$ cat src/rtl/voice_pkg.sv
// Shared constants and message decode for the polyphonic voice allocator.
package voice_pkg;

    localparam int unsigned MSG_W      = 24;
    localparam int unsigned STATUS_LSB = 16;
    localparam int unsigned DATA1_LSB  = 8;
    localparam int unsigned DATA2_LSB  = 0;
    localparam int unsigned NOTE_W     = 7;
    localparam int unsigned AGE_W      = 4;
    localparam int unsigned IDX_W      = 4;
    localparam int unsigned CNT_W      = 8;

    localparam logic [3:0] ST_NOTE_OFF = 4'h8;
    localparam logic [3:0] ST_NOTE_ON  = 4'h9;
    localparam logic [3:0] ST_CC       = 4'hB;

    localparam logic [NOTE_W-1:0] CC_SUSTAIN       = 7'd64;
    localparam logic [NOTE_W-1:0] CC_ALL_NOTES_OFF = 7'd123;

    typedef enum logic [1:0] {
        MSG_NOTE_ON  = 2'd0,
        MSG_NOTE_OFF = 2'd1,
        MSG_SUSTAIN  = 2'd2,
        MSG_ALL_OFF  = 2'd3
    } msg_kind_e;

    typedef struct packed {
        logic              valid;
        msg_kind_e         kind;
        logic [NOTE_W-1:0] note;
        logic [NOTE_W-1:0] value;
    } voice_cmd_t;

    // Classify a message; anything the allocator does not act on comes back invalid.
    function automatic voice_cmd_t decode_msg(input logic [3:0]        status,
                                              input logic [NOTE_W-1:0] data1,
                                              input logic [NOTE_W-1:0] data2);
        voice_cmd_t cmd;
        cmd       = '0;
        cmd.note  = data1;
        cmd.value = data2;
        case (status)
            ST_NOTE_ON: begin
                cmd.valid = 1'b1;
                cmd.kind  = (data2 != '0) ? MSG_NOTE_ON : MSG_NOTE_OFF;
            end
            ST_NOTE_OFF: begin
                cmd.valid = 1'b1;
                cmd.kind  = MSG_NOTE_OFF;
            end
            ST_CC: begin
                if (data1 == CC_SUSTAIN) begin
                    cmd.valid = 1'b1;
                    cmd.kind  = MSG_SUSTAIN;
                end else if (data1 == CC_ALL_NOTES_OFF) begin
                    cmd.valid = 1'b1;
                    cmd.kind  = MSG_ALL_OFF;
                end
            end
            default: cmd.valid = 1'b0;
        endcase
        return cmd;
    endfunction

endpackage

$ cat src/rtl/voice_allocator_if.sv
// MIDI input and per-voice output bundle of the voice allocator.
interface voice_allocator_if #(
    parameter int unsigned NUM_VOICES = 8
);
    logic [23:0]             midi_msg;
    logic                    midi_msg_rdy;
    logic [7*NUM_VOICES-1:0] voice_note;
    logic [7*NUM_VOICES-1:0] voice_vel;
    logic [NUM_VOICES-1:0]   voice_gate;
    logic [NUM_VOICES-1:0]   voice_trig;
    logic                    busy;
    logic [7:0]              drop_cnt;

    modport master (
        output midi_msg, midi_msg_rdy,
        input  voice_note, voice_vel, voice_gate, voice_trig, busy, drop_cnt
    );

    modport slave (
        input  midi_msg, midi_msg_rdy,
        output voice_note, voice_vel, voice_gate, voice_trig, busy, drop_cnt
    );
endinterface

$ cat src/rtl/voice_age_tracker.sv
// LRU age permutation over the voices; reports which voice is currently the oldest.
module voice_age_tracker
    import voice_pkg::*;
#(
    parameter int unsigned NUM_VOICES = 8
) (
    input  logic             clk,
    input  logic             rst_n,
    input  logic             assign_en_i,
    input  logic [IDX_W-1:0] assign_idx_i,
    output logic [IDX_W-1:0] oldest_idx_o
);

    logic [AGE_W-1:0] age_q [NUM_VOICES];
    logic [AGE_W-1:0] age_d [NUM_VOICES];
    logic [IDX_W-1:0] oldest_q;
    logic [IDX_W-1:0] oldest_d;
    logic [AGE_W-1:0] sel_age_c;

    always_ff @(posedge clk or negedge rst_n) begin
        if (!rst_n) begin
            for (int i = 0; i < NUM_VOICES; i++) begin
                age_q[i] <= AGE_W'(NUM_VOICES - 1 - i);
            end
            oldest_q <= '0;
        end else begin
            for (int i = 0; i < NUM_VOICES; i++) begin
                age_q[i] <= age_d[i];
            end
            oldest_q <= oldest_d;
        end
    end

    // Younger-than-assigned voices age by one; the assigned voice becomes youngest.
    always_comb begin
        sel_age_c = '0;
        for (int i = 0; i < NUM_VOICES; i++) begin
            age_d[i] = age_q[i];
            if (IDX_W'(i) == assign_idx_i) begin
                sel_age_c = age_q[i];
            end
        end
        if (assign_en_i) begin
            for (int i = 0; i < NUM_VOICES; i++) begin
                if (IDX_W'(i) == assign_idx_i) begin
                    age_d[i] = '0;
                end else if (age_q[i] < sel_age_c) begin
                    age_d[i] = age_q[i] + AGE_W'(1);
                end
            end
        end
        oldest_d = oldest_q;
        for (int i = 0; i < NUM_VOICES; i++) begin
            if (age_d[i] == AGE_W'(NUM_VOICES - 1)) begin
                oldest_d = IDX_W'(i);
            end
        end
    end

    assign oldest_idx_o = oldest_q;

endmodule

$ cat src/rtl/voice_allocator.sv
// Polyphonic MIDI voice allocator: latches one message, scans voices, commits in one cycle.
module voice_allocator
    import voice_pkg::*;
#(
    parameter int unsigned NUM_VOICES = 8,
    parameter int unsigned OMNI       = 1,
    parameter int unsigned CHANNEL    = 0
) (
    input  logic        CLK,
    input  logic        nRST,
    voice_allocator_if.slave bus
);

    localparam logic [1:0] IDLE   = 2'd0;
    localparam logic [1:0] SCAN   = 2'd1;
    localparam logic [1:0] COMMIT = 2'd2;

    logic [1:0]        state_q, state_d;
    logic [IDX_W-1:0]  scan_idx_q, scan_idx_d;
    voice_cmd_t        cmd_q, cmd_d;
    logic              match_found_q, match_found_d;
    logic [IDX_W-1:0]  match_idx_q, match_idx_d;
    logic              free_found_q, free_found_d;
    logic [IDX_W-1:0]  free_idx_q, free_idx_d;
    logic [NOTE_W-1:0] note_q [NUM_VOICES];
    logic [NOTE_W-1:0] note_d [NUM_VOICES];
    logic [NOTE_W-1:0] vel_q  [NUM_VOICES];
    logic [NOTE_W-1:0] vel_d  [NUM_VOICES];
    logic [NUM_VOICES-1:0] gate_q, gate_d;
    logic [NUM_VOICES-1:0] held_q, held_d;
    logic [NUM_VOICES-1:0] trig_q, trig_d;
    logic              sustain_q, sustain_d;
    logic              busy_q, busy_d;
    logic [CNT_W-1:0]  drop_q, drop_d;

    voice_cmd_t        in_cmd_c;
    logic              chan_ok_c;
    logic              cur_gate_c;
    logic [NOTE_W-1:0] cur_note_c;
    logic [IDX_W-1:0]  target_c;
    logic              age_en_c;
    logic [IDX_W-1:0]  age_idx_c;
    logic [IDX_W-1:0]  oldest_idx_c;
    logic              unused_msg_bits_c;

    assign in_cmd_c = decode_msg(bus.midi_msg[STATUS_LSB+4 +: 4],
                                 bus.midi_msg[DATA1_LSB +: NOTE_W],
                                 bus.midi_msg[DATA2_LSB +: NOTE_W]);
    assign chan_ok_c = (OMNI != 0) || (bus.midi_msg[STATUS_LSB +: 4] == 4'(CHANNEL));
    assign unused_msg_bits_c = ^{bus.midi_msg[DATA1_LSB+7], bus.midi_msg[DATA2_LSB+7]};

    voice_age_tracker #(.NUM_VOICES(NUM_VOICES)) u_age (
        .clk         (CLK),
        .rst_n       (nRST),
        .assign_en_i (age_en_c),
        .assign_idx_i(age_idx_c),
        .oldest_idx_o(oldest_idx_c)
    );

    always_ff @(posedge CLK or negedge nRST) begin
        if (!nRST) begin
            state_q       <= IDLE;
            scan_idx_q    <= '0;
            cmd_q         <= '0;
            match_found_q <= 1'b0;
            match_idx_q   <= '0;
            free_found_q  <= 1'b0;
            free_idx_q    <= '0;
            for (int i = 0; i < NUM_VOICES; i++) begin
                note_q[i] <= '0;
                vel_q[i]  <= '0;
            end
            gate_q    <= '0;
            held_q    <= '0;
            trig_q    <= '0;
            sustain_q <= 1'b0;
            busy_q    <= 1'b0;
            drop_q    <= '0;
        end else begin
            state_q       <= state_d;
            scan_idx_q    <= scan_idx_d;
            cmd_q         <= cmd_d;
            match_found_q <= match_found_d;
            match_idx_q   <= match_idx_d;
            free_found_q  <= free_found_d;
            free_idx_q    <= free_idx_d;
            for (int i = 0; i < NUM_VOICES; i++) begin
                note_q[i] <= note_d[i];
                vel_q[i]  <= vel_d[i];
            end
            gate_q    <= gate_d;
            held_q    <= held_d;
            trig_q    <= trig_d;
            sustain_q <= sustain_d;
            busy_q    <= busy_d;
            drop_q    <= drop_d;
        end
    end

    always_comb begin
        state_d       = state_q;
        scan_idx_d    = scan_idx_q;
        cmd_d         = cmd_q;
        match_found_d = match_found_q;
        match_idx_d   = match_idx_q;
        free_found_d  = free_found_q;
        free_idx_d    = free_idx_q;
        for (int i = 0; i < NUM_VOICES; i++) begin
            note_d[i] = note_q[i];
            vel_d[i]  = vel_q[i];
        end
        gate_d     = gate_q;
        held_d     = held_q;
        trig_d     = '0;
        sustain_d  = sustain_q;
        drop_d     = drop_q;
        age_en_c   = 1'b0;
        age_idx_c  = '0;
        cur_gate_c = 1'b0;
        cur_note_c = '0;

        for (int i = 0; i < NUM_VOICES; i++) begin
            if (IDX_W'(i) == scan_idx_q) begin
                cur_gate_c = gate_q[i];
                cur_note_c = note_q[i];
            end
        end
        // Retrigger beats a free voice, which beats stealing the oldest.
        target_c = match_found_q ? match_idx_q :
                   free_found_q  ? free_idx_q  : oldest_idx_c;

        if ((state_q != IDLE) && bus.midi_msg_rdy && (drop_q != '1)) begin
            drop_d = drop_q + CNT_W'(1);
        end

        case (state_q)
            IDLE: begin
                if (bus.midi_msg_rdy && in_cmd_c.valid && chan_ok_c) begin
                    cmd_d         = in_cmd_c;
                    state_d       = SCAN;
                    scan_idx_d    = '0;
                    match_found_d = 1'b0;
                    match_idx_d   = '0;
                    free_found_d  = 1'b0;
                    free_idx_d    = '0;
                end
            end
            SCAN: begin
                if (cur_gate_c && (cur_note_c == cmd_q.note) && !match_found_q) begin
                    match_found_d = 1'b1;
                    match_idx_d   = scan_idx_q;
                end
                if (!cur_gate_c && !free_found_q) begin
                    free_found_d = 1'b1;
                    free_idx_d   = scan_idx_q;
                end
                if (scan_idx_q == IDX_W'(NUM_VOICES - 1)) begin
                    state_d = COMMIT;
                end else begin
                    scan_idx_d = scan_idx_q + IDX_W'(1);
                end
            end
            COMMIT: begin
                state_d = IDLE;
                if (cmd_q.valid) begin
                    case (cmd_q.kind)
                        MSG_NOTE_ON: begin
                            age_en_c  = 1'b1;
                            age_idx_c = target_c;
                            for (int i = 0; i < NUM_VOICES; i++) begin
                                if (IDX_W'(i) == target_c) begin
                                    note_d[i] = cmd_q.note;
                                    vel_d[i]  = cmd_q.value;
                                    gate_d[i] = 1'b1;
                                    held_d[i] = 1'b0;
                                    trig_d[i] = 1'b1;
                                end
                            end
                        end
                        MSG_NOTE_OFF: begin
                            for (int i = 0; i < NUM_VOICES; i++) begin
                                if (gate_q[i] && (note_q[i] == cmd_q.note)) begin
                                    if (sustain_q) begin
                                        held_d[i] = 1'b1;
                                    end else begin
                                        gate_d[i] = 1'b0;
                                    end
                                end
                            end
                        end
                        MSG_SUSTAIN: begin
                            if (cmd_q.value[6]) begin
                                sustain_d = 1'b1;
                            end else begin
                                sustain_d = 1'b0;
                                gate_d    = gate_q & ~held_q;
                                held_d    = '0;
                            end
                        end
                        MSG_ALL_OFF: begin
                            gate_d    = '0;
                            held_d    = '0;
                            sustain_d = 1'b0;
                        end
                        default: state_d = IDLE;
                    endcase
                end
            end
            default: state_d = IDLE;
        endcase

        busy_d = (state_d != IDLE);
    end

    for (genvar g = 0; g < NUM_VOICES; g++) begin : g_pack
        assign bus.voice_note[7*g +: 7] = note_q[g];
        assign bus.voice_vel[7*g +: 7]  = vel_q[g];
    end
    assign bus.voice_gate = gate_q;
    assign bus.voice_trig = trig_q;
    assign bus.busy       = busy_q;
    assign bus.drop_cnt   = drop_q;

endmodule

$ cat src/flat_wrapper.sv
// flat-port wrapper written by rule: the top's interface ports become plain ports
module voice_allocator_flat import voice_pkg::*;
#(
    parameter int unsigned NUM_VOICES = 8,
    parameter int unsigned OMNI       = 1,
    parameter int unsigned CHANNEL    = 0
)
  (CLK, nRST, bus_midi_msg, bus_midi_msg_rdy, bus_voice_note, bus_voice_vel, bus_voice_gate, bus_voice_trig, bus_busy, bus_drop_cnt);
  voice_allocator_if #(.NUM_VOICES(NUM_VOICES)) bus_i ();
  input  logic CLK;
  input  logic nRST;
  input wire logic [$bits(bus_i.midi_msg)-1:0] bus_midi_msg;
  input wire logic [$bits(bus_i.midi_msg_rdy)-1:0] bus_midi_msg_rdy;
  output wire logic [$bits(bus_i.voice_note)-1:0] bus_voice_note;
  output wire logic [$bits(bus_i.voice_vel)-1:0] bus_voice_vel;
  output wire logic [$bits(bus_i.voice_gate)-1:0] bus_voice_gate;
  output wire logic [$bits(bus_i.voice_trig)-1:0] bus_voice_trig;
  output wire logic [$bits(bus_i.busy)-1:0] bus_busy;
  output wire logic [$bits(bus_i.drop_cnt)-1:0] bus_drop_cnt;
  assign bus_i.midi_msg = bus_midi_msg;
  assign bus_i.midi_msg_rdy = bus_midi_msg_rdy;
  assign bus_voice_note = bus_i.voice_note;
  assign bus_voice_vel = bus_i.voice_vel;
  assign bus_voice_gate = bus_i.voice_gate;
  assign bus_voice_trig = bus_i.voice_trig;
  assign bus_busy = bus_i.busy;
  assign bus_drop_cnt = bus_i.drop_cnt;
  voice_allocator #(.NUM_VOICES(NUM_VOICES), .OMNI(OMNI), .CHANNEL(CHANNEL)) u_core (.CLK(CLK), .nRST(nRST), .bus(bus_i));
endmodule
$ cat config.mk
export PLATFORM = sky130hd
export DESIGN_NAME = voice_allocator_flat
export DESIGN_NICKNAME = d
export VERILOG_FILES = /design/src/rtl/voice_pkg.sv /design/src/rtl/voice_allocator_if.sv /design/src/rtl/voice_age_tracker.sv /design/src/rtl/voice_allocator.sv /design/src/flat_wrapper.sv
export SDC_FILE = /design/constraint.sdc
export NUM_CORES = 1
export LEC_CHECK = 0
export BUFFER_PORTS_ARGS = -buffer_cell sky130_fd_sc_hd__buf_2
export CORE_MARGIN = 2
export CORE_UTILIZATION = 45
export CTS_CLUSTER_DIAMETER = 200
export DETAILED_ROUTE_END_ITERATION = 8
export GPL_ROUTABILITY_DRIVEN = 0
export PLACE_DENSITY = 0.65
export SLEW_MARGIN = 5
export SYNTH_ARGS = -nofsm -noshare
export SYNTH_HDL_FRONTEND = slang
export SYNTH_SLANG_ARGS = --single-unit
export TNS_END_PERCENT = 100
$ cat constraint.sdc
create_clock -name CLK -period 7 [get_ports CLK]
set_input_delay 1.4 -clock CLK [delete_from_list [all_inputs] [get_ports CLK]]
set_output_delay 1.4 -clock CLK [all_outputs]
set_load 0.01 [all_outputs]
Word level (Yosys, flattened, before mapping)
Cells that the tools add are included. Widths: inputs -> output; s select.

Register bits: 215. Latch bits: 0. Memory bits (writable): 0. Bits in read-only memories: 0. Output and inout port bits: 137. Word-level logic and storage cells: 334. Memories kept: 0.

Add/subtract/negate cells: 10. $mul: 0. Divide/modulo/power cells: 0. Order comparisons: 8. Eq/ne operators: 73. Shift operators: 0. Muxes and demuxes: 128. Bitwise operators: 2. Reduce and logical (&&, ||, !) cells: 58.

Operator list (number): $mux 4 (41); $reduce_and 6->1 (16); $pmux 8 s4 (2); $eq 7x7->1 (9); $mux 1 (58); $mux 7 (8); $eq 3x4->1 const A (12); $mux 8 (5); $ne 2x1->1 const B (20); $add 4x1->4 const B (9); $eq 4x3->1 const B (9); $lt 4x4->1 (8); $mux 32 (1); $reduce_and 4->1 (8); $eq 2x4->1 const A (6); $pmux 4 s2 (3); $eq 7x7->1 const B (2); $logic_and 1x1->1 (14); $eq 1x4->1 const A (3); $eq 4x4->1 const B (3); $logic_not 4->1 (3); $reduce_and 3->1 (4); $add 8x1->8 const B (1); $and 8x8->8 (1); 17 further kinds (33).

Depth between registers and ports, before layout
Gate-level depths: netlist of run 1.

Depth after elaboration: 27. Depth in mapped cells: 23. Mapped depth without buffers: 19.

Hierarchy
A second synthesis of run 1 with hierarchy kept.

Cell total of the unflattened synthesis: 1127. Area total of the unflattened synthesis: 11949.0 µm².

By module, submodules not included: voice_allocator (instances 1, cells each 796, area an instance 8941.1 µm², sequential area each 4479.3 µm²); voice_age_tracker (instances 1, cells each 331, area an instance 3007.9 µm², sequential area each 890.9 µm²).

Worst setup path before layout of run 1
Ideal clock, no wire load.

Path kind: flip-flop to flip-flop. From: register u_core.state_q[0]. To: register u_core.u_age.oldest_q[0] (netlist: u_core.u_age.oldest_idx_o[0]). Arrival: 4.406 ns. Required time: 6.875 ns. Slack: 2.470 ns. Cell stages (with the launch flop): 22. Period minus slack after synthesis: 4.530 ns. Path through: dfrtp_1 -> and3b_1 -> clkbuf_1 -> nand2_1 -> clkbuf_1 -> or3_1 -> clkbuf_1 -> inv_1 -> clkbuf_1 -> a222oi_1 -> and3_1 -> ha_1 -> a21o_1 -> a21oi_1 -> o21a_1 -> o31ai_2 -> o221ai_1 -> nand2_1 -> or3_1 -> and2_0 -> a311oi_1 -> o21ai_1.

RTL lines: start: declaration (RTL line voice_allocator.sv:18) `logic [1:0] state_q, state_d;`; start signal: assignment (RTL line voice_allocator.sv:80) `state_q <= state_d;`; end signal: assignment (RTL line voice_age_tracker.sv:30) `oldest_q <= oldest_d;`; end: declaration (RTL line voice_age_tracker.sv:16) `logic [IDX_W-1:0] oldest_q;`.

Worst setup path in the final report of run 1
From: register u_core.free_found_q. To: register u_core.u_age.oldest_q[0] (netlist: u_core.u_age.oldest_idx_o[0]).

Cells in the longest elaborated chain, start to end: 26.

RTL lines: start: declaration (RTL line voice_allocator.sv:23) `logic free_found_q, free_found_d;`; start signal: assignment (RTL line voice_allocator.sv:85) `free_found_q <= free_found_d;`; $mux 4 (*) (RTL line voice_allocator.sv:130) `free_found_q ? free_idx_q : oldest_idx_c;`; $mux 4 (*) (RTL line voice_allocator.sv:129) `target_c = match_found_q ? match_idx_q :`; $mux 4 (*) (RTL line voice_allocator.sv:166) `case (cmd_q.kind)`; $mux 4 (*) (RTL line voice_allocator.sv:165) `if (cmd_q.valid) begin`; $mux 4 (*) (RTL line voice_allocator.sv:136) `case (state_q)`; $logic_not 4->1 (RTL line voice_age_tracker.sv:39, voice_age_tracker.sv:45); $mux 4 (8 in a row) (RTL line voice_age_tracker.sv:39) `if (IDX_W'(i) == assign_idx_i) begin`; $lt 4x4->1 (RTL line voice_age_tracker.sv:47) `end else if (age_q[i] < sel_age_c) begin`; $mux 4 (RTL line voice_age_tracker.sv:47); $mux 4 (RTL line voice_age_tracker.sv:45) `if (IDX_W'(i) == assign_idx_i) begin`; $mux 32 (*) (RTL line voice_age_tracker.sv:43) `if (assign_en_i) begin`; $eq 4x3->1 (RTL line voice_age_tracker.sv:54) `if (age_d[i] == AGE_W'(NUM_VOICES - 1)) begin`; $mux 4 (7 in a row) (RTL line voice_age_tracker.sv:54).

Every way passes the cells marked *; elsewhere a longest branch is shown, timed or not. A chain may end at the register's enable or synchronous reset.

==> results.yml, run 1 <==
outcome:
  outcome: "complete, no violations"
clock_network:
  cts_tree: "done"
  cts_root_buf: "clkbuf_16"
  clk_pin_slew_worst_paths_ns: 0.06
  cts_setup_buffers: 0
  clockBufferDepth: 3
  cts_resized: 0
  clk_latency_ns: 0.53
  cts_buffers: 25
  clkSinkCount: 214
  cts_hold_buf: 0
  cts_max_level: 1
setup_path:
  worst-path-buf-inv: 2
  path_delay_family: "compound AO/OA/AOI/OAI gates"
  start_kind: "register"
  cpMaxStageDelayCell: "or3_1"
  critical_path.cell_chain: "mux2_4, a2bb2oi_1, or3_1, inv_1, buf_4, a222oi_1, and3_1, ha_1, a21o_1, a21oi_1, o21a_1, o31ai_2, o21ai_0, a31oi_1, or3_1, and2_0, a311oi_1, o21ai_1"
  crit_fanout: 22
  worstPathRequired_ns: 7.41
  crit_top_cell: "or3_1"
  cpPeakStageDelay_ns: 0.65
  worstSetupPathType: "register to register"
  cp-end-kind: "register"
  worstPathArrival_ns: 6.10
sta:
  finalSetupViolCount: 0
  hold_viol_final: 0
  slew_headroom: 0.377
  fmax_mhz: 176
  fin_crit_sh: 0.814
  tightest_slew_ns: 0.934
  skew_ns: 0.00642
  fin_setup_tns_ns: 0
  fin_crit_ns: 5.70
  final_max_slew_viol_count: 0
  rsz0062_at_grt: "no"
routing:
  wl_per_cell_um: 19.6
  viasPerCell: 5.63
  ant_nets: 0
  drt_iter0_drc: 762
  dr_total_vias: 9403
  dr.pass1.iters: 8
  finalWirelength_um: 32700
  drc_errors: 0
logic_synthesis:
  ys.flop_type: "dfrtp_1"
  synth_nets: 1244
  netlist_area_sq_um: 11400
  synth_edf_count: 0
  synth.avg_cell_area_sq_um: 9.70
  ys_warn_count: 0
  yosys.cell_types.count: 69
  ys_seq_elements: 214
  synth_seq_area_share: 0.469
  synth_cells: 1180
  async_flop_share: 1.00
cells_and_area:
  n_antenna_cell: 0
  finalNonFillerCells: 1669
  nets: 1385
  finish.utilization: 0.533
  area_growth_pct: 16.9
  drive_gt1_frac: 0.247
  fillers: 2302
global_route:
  grt-busiest-layer: "met2"
  grt_start_max_net_pins: 95
  grtUsageMet1: 0.322
  antenna_found_initial: 0
  grt_pass1_wl_um: 52200
  grt_usage: 0.247
  met3_usage: 0.0538
  grt_pass1_vias: 9365
  grt_overflow: 0
  globalRouteMet2Util: 0.407
die:
  die_width_um: 163
  start_util: 0.456
  row_count: 58
  die_h_um: 163
  ios: 164
  coreArea_sq_um: 25100
  die_area_sq_um: 26700
pwr:
  power_density_nw_per_um2: 298
  leakage_nw: 6.80
  ir_worst_vdd_mv: 0.220
placement:
  dp_cells: 1624
  io_buffers: 157
  dpl.hpwl_um: 23600
run:
  max_cap_violations: 0
min_path:
  hold_class: "register to register"
-- placed cells by master (no fill, tap or decap), types with 14 or more instances in the layout --
cell type  instances
buf_4             22
ha_1              37
nand3_1           30
inv_1             19
nand2_1          255
a21o_1            14
xnor2_1           55
a21oi_1           44
o21ai_0           39
clkbuf_16         25
mux2_2            80
nor2_1            75
xor2_1            33
buf_2            156
dfrtp_1          202
a211oi_1          14
nand4_1           16
-- area by class of cell --
| type | instances | area (sq um) | area share |
|---|---|---|---|
| Multi-Input combinational cell | 881 | 5760 | 0.430 |
| Sequential cell | 214 | 5370 | 0.402 |
| Timing Repair Buffer | 179 | 961 | 0.0719 |
| Clock buffer | 40 | 732 | 0.0547 |
| Tap cell | 330 | 413 | 0.0309 |
| Inverter | 20 | 75.1 | 0.00561 |
| Clock inverter | 5 | 65.1 | 0.00487 |
-- state kept, by name (all words and copies together), names as in the netlist --
| register | flops |
|---|---|
| u_core.bus.busy | 1 |
| u_core.bus.drop_cnt | 8 |
| u_core.bus.voice_gate | 8 |
| u_core.bus.voice_note | 56 |
| u_core.bus.voice_trig | 8 |
| u_core.bus.voice_vel | 56 |
| u_core.cmd_q | 17 |
| u_core.free_found_q | 1 |
| u_core.free_idx_q | 4 |
| u_core.held_q | 8 |
| u_core.match_found_q | 1 |
| u_core.match_idx_q | 4 |
| u_core.scan_idx_q | 4 |
| u_core.state_q | 2 |
| u_core.sustain_q | 1 |
| u_core.u_age.age_q | 32 |
| u_core.u_age.oldest_idx_o | 3 |
-- Yosys cell counts, drive strengths merged (16+ instances only) --
cell	number	area [sq um]
mux2	81	916
o21ai	47	258
nand3	30	150
clkbuf	57	214
ha	37	463
nand4	16	100
a21oi	44	220
xor2	33	289
nand2	256	963
inv	20	75.1
nor2	78	298
dfrtp	202	5050
xnor2	55	482
-- final timing paths --
kind / from / to / slack, ns / cells after the start
setup / recovery: u_core.free_found_q / u_core.u_age.oldest_idx_o[0] / 1.30 / 18
hold / removal: u_core.bus.voice_vel[38] / u_core.bus.voice_vel[38] / 0.47 / 2
setup reg to reg: u_core.free_found_q / u_core.u_age.oldest_idx_o[0] / 1.30 / 18
hold reg to reg: u_core.bus.voice_vel[38] / u_core.bus.voice_vel[38] / 0.47 / 2
max in group asynchronous: nRST / u_core.bus.voice_vel[19] / 4.70 / 2
min in group asynchronous: nRST / u_core.bus.drop_cnt[6] / 0.87 / 1
-- per-layer routing --
metal  share of wire  vias to the layer above  wire (um)
met4           0.033                        0       1070
met3           0.071                       60       2340
met1            0.42                     4572      13800
li1                -                     4433          -
met2            0.48                      338      15600
met5               0                        -          0
-- power by group --
| group | switching (mW) | internal [mW] | leakage, nW |
|---|---|---|---|
| Clock | 0.509 | 0.753 | 0.391 |
| Sequential | 0.203 | 1.37 | 2.88 |
| Combinational | 0.736 | 0.411 | 3.53 |
| Total | 1.45 | 2.53 | 6.80 |
-- through the flow --
| stage | instance area, sq um | hold slack (ns) | power [mW] | setup WS (ns) |
|---|---|---|---|---|
| 2_1_floorplan | 11400 | 0.449 | 2.34 | 2.47 |
| 3_3_place_gp | 12600 | 0.455 | 2.71 | 1.32 |
| 3_5_place_dp | 12600 | 0.457 | 2.73 | 1.39 |
| 4_1_cts | 13400 | 0.476 | 4.00 | 1.35 |
| 5_1_grt | 13400 | 0.511 | 4.19 | 0.757 |
| 6_report | 13400 | 0.472 | 3.98 | 1.30 |
-- cells by family (layout without fill, tap and decap cells) --
family,count (synthesis),in the layout,share of synthesized area
simple gates,458,458,0.176
flops,214,214,0.469
compound gates,210,210,0.132
xor+xnor,88,88,0.0674
mux,88,88,0.0862
buf+inv,85,244,0.0293
fa+ha+maj,37,37,0.0405
-- worst min-delay path, cell delays in order (launching register included) --
cell	delay (ns)
dfrtp_1	0.33
nand2_1	0.05
nand2_1	0.06
Note: power is estimated with default switching activity, not from simulation.
==> run 2, diff against run 1 <==
--- a/config.mk
+++ b/config.mk
@@ -11,7 +11,7 @@
 export CTS_CLUSTER_DIAMETER = 200
 export DETAILED_ROUTE_END_ITERATION = 8
 export GPL_ROUTABILITY_DRIVEN = 0
-export PLACE_DENSITY = 0.65
+export PLACE_DENSITY = 0.68
 export SLEW_MARGIN = 5
 export SYNTH_ARGS = -nofsm -noshare
 export SYNTH_HDL_FRONTEND = slang
==> constraint.sdc (replaced) <==
create_clock -name CLK -period 5.1 [get_ports CLK]
set_input_delay 1.02 -clock CLK [delete_from_list [all_inputs] [get_ports CLK]]
set_output_delay 1.02 -clock CLK [all_outputs]
set_load 0.01 [all_outputs]
==> results.yml, run 2 (synthesis results as in run 1) <==
cells_and_area:
  final_common_cell: "nand2_1"
  n_antenna_cell: 0
  finalNonFillerCells: 1680
  nets: 1396
  layout_common_cells: "nand2_1 (255), dfrtp_1 (201), buf_2 (156), mux2_2 (79), nor2_1 (76)"
  drive_gt1_frac: 0.261
  area_growth_pct: 18.1
  finish.utilization: 0.538
clock_network:
  cts_hold_buf: 0
  cts_max_level: 1
  cts_tree: "done"
  cts_root_buf: "clkbuf_16"
  clk_latency_ns: 0.53
  cts_buffers: 24
  clk_pin_slew_worst_paths_ns: 0.06
  clkSinkCount: 214
  clockBufferDepth: 3
setup_path:
  critical_path.cell_chain: "mux2_2, o21a_4, nand2_1, or3_1, inv_1, buf_4, a222oi_1, and3_1, ha_1, nand3_1, o21a_1, o31ai_2, o221ai_1, nand2_1, or3_1, and2_0, a311oi_1, o21ai_1"
  start_kind: "register"
  reg2reg_to: "u_core.u_age.oldest_idx_o[0]"
  worstPathArrival_ns: 5.11
  cpMaxStageDelayCell: "dfrtp_1"
  rrSetupSlack_ns: 0.38
  path_delay_family: "simple AND/OR/NAND/NOR gates"
  timing.rr.start: "u_core.free_found_q"
  crit_fanout: 21
  worstSetupPathType: "register to register"
  worstPathRequired_ns: 5.49
  r2r_cells: 18
  worst-path-buf-inv: 2
  cp-end-kind: "register"
  cpPeakStageDelay_ns: 0.53
global_route:
  grt_start_max_net_pins: 123
  grt_pass1_vias: 9316
  grt-busiest-layer: "met2"
  grt_pass1_wl_um: 52400
  antenna_found_initial: 0
  globalRouteMet2Util: 0.407
  grt_overflow: 0
  grt_usage: 0.248
  met3_usage: 0.0536
  grtUsageMet1: 0.325
sta:
  fin_crit_ns: 4.72
  finalSetupViolCount: 0
  fin_crit_sh: 0.925
  hold_viol_final: 0
  fin_setup_tns_ns: 0
  fmax_mhz: 212
  final_max_slew_viol_count: 0
  slew_headroom: 0.360
  skew_ns: 0.0210
  rsz0062_at_grt: "no"
  tightest_slew_ns: 0.961
  fin_hold_ws_ns: 0.471
placement:
  dp_cells: 1636
  io_buffers: 157
  dpl.hpwl_um: 23600
pwr:
  leakage_nw: 6.87
  switching_share: 0.366
  power_frac_seq: 0.389
  p_clk_frac: 0.319
  power_density_nw_per_um2: 410
  intPower_mw: 3.51
  p_comb_frac: 0.292
  ir_worst_vdd_mv: 0.319
  switchingPower_mw: 2.02
routing:
  finalWirelength_um: 33100
  viasPerCell: 5.67
  drt_iter0_drc: 750
  dr.pass1.iters: 5
  ant_nets: 0
  wl_per_cell_um: 19.7
  drc_errors: 0
  dr_total_vias: 9521
min_path:
  holdPathStages: 2
  min_from: "u_core.bus.voice_vel[46]"
  hold_class: "register to register"
  hold_end: "u_core.bus.voice_vel[46]"
die:
  row_count: 58
  start_util: 0.456
  coreArea_sq_um: 25100
  die_h_um: 163
  ios: 164
  die_area_sq_um: 26700
  die_width_um: 163
run:
  max_cap_violations: 0
outcome:
  outcome: "complete, no violations"
## run 2: cell count changes in the layout (fill, tap and decap cells not counted), moves of 2 or more
cell,delta
clkinvlp_4,+5
clkbuf_1,-7
clkbuf_8,+2
buf_4,+11
## run 2: power by group through the flow
stage | clock network [mW] | registers (mW) | logic, mW
finish | 1.77 | 2.16 | 1.61
global route | 1.85 | 2.18 | 1.77
CTS | 1.80 | 2.15 | 1.59
detailed placement | 0 | 2.18 | 1.58
global placement | 0 | 2.17 | 1.56
floorplan | 0 | 2.04 | 1.17
## run 2: through the flow
stage | worst slack [ns] | power (mW) | cell area [sq um]
final | 0.381 | 5.53 | 13500
after global routing | 0.0284 | 5.80 | 13500
after CTS | 0.149 | 5.55 | 13500
after detailed placement | 0.200 | 3.77 | 12700
after global placement | 0.326 | 3.73 | 12700
after floorplan | 0.570 | 3.21 | 11400
## run 2: final cells by class
| class | instances | area (sq um) |
|---|---|---|
| Sequential cell | 214 | 5370 |
| Clock inverter | 9 | 86.3 |
| Fill cell | 2258 | 11600 |
| Timing Repair Buffer | 191 | 1060 |
| Tap cell | 330 | 413 |
| Inverter | 20 | 75.1 |
| Multi-Input combinational cell | 881 | 5770 |
| Clock buffer | 35 | 733 |
## run 2: tightest hold or removal path, delay by kind of cell, from the launching register on
kind	cells	cell delay, ns
and+or+nand+nor	2	0.10
DFF	1	0.34
## run 2: worst max-delay path by stage
stage | slack [ns] | to | cells past startpoint | start
global route | 0.03 | u_core.u_age.oldest_idx_o[0] | 17 | u_core.free_found_q
finish | 0.38 | u_core.u_age.oldest_idx_o[0] | 18 | u_core.free_found_q
global placement | 0.33 | u_core.u_age.oldest_idx_o[0] | 19 | u_core.match_found_q
CTS | 0.15 | u_core.u_age.oldest_idx_o[0] | 19 | u_core.match_found_q
detailed placement | 0.20 | u_core.u_age.oldest_idx_o[0] | 19 | u_core.match_found_q
floorplan | 0.57 | u_core.u_age.oldest_idx_o[0] | 21 | u_core.state_q[0]
## run 2: repair_timing
item	CTS	global route
resized for setup	0	5
buffers inserted	0	0
setup endpoints to repair	0	3
## run 2: per-layer routing
layer	share of wire	vias to the layer above
li1	-	4450
met1	0.43	4695
met2	0.47	314
met3	0.068	62
met4	0.033	0
met5	0	-
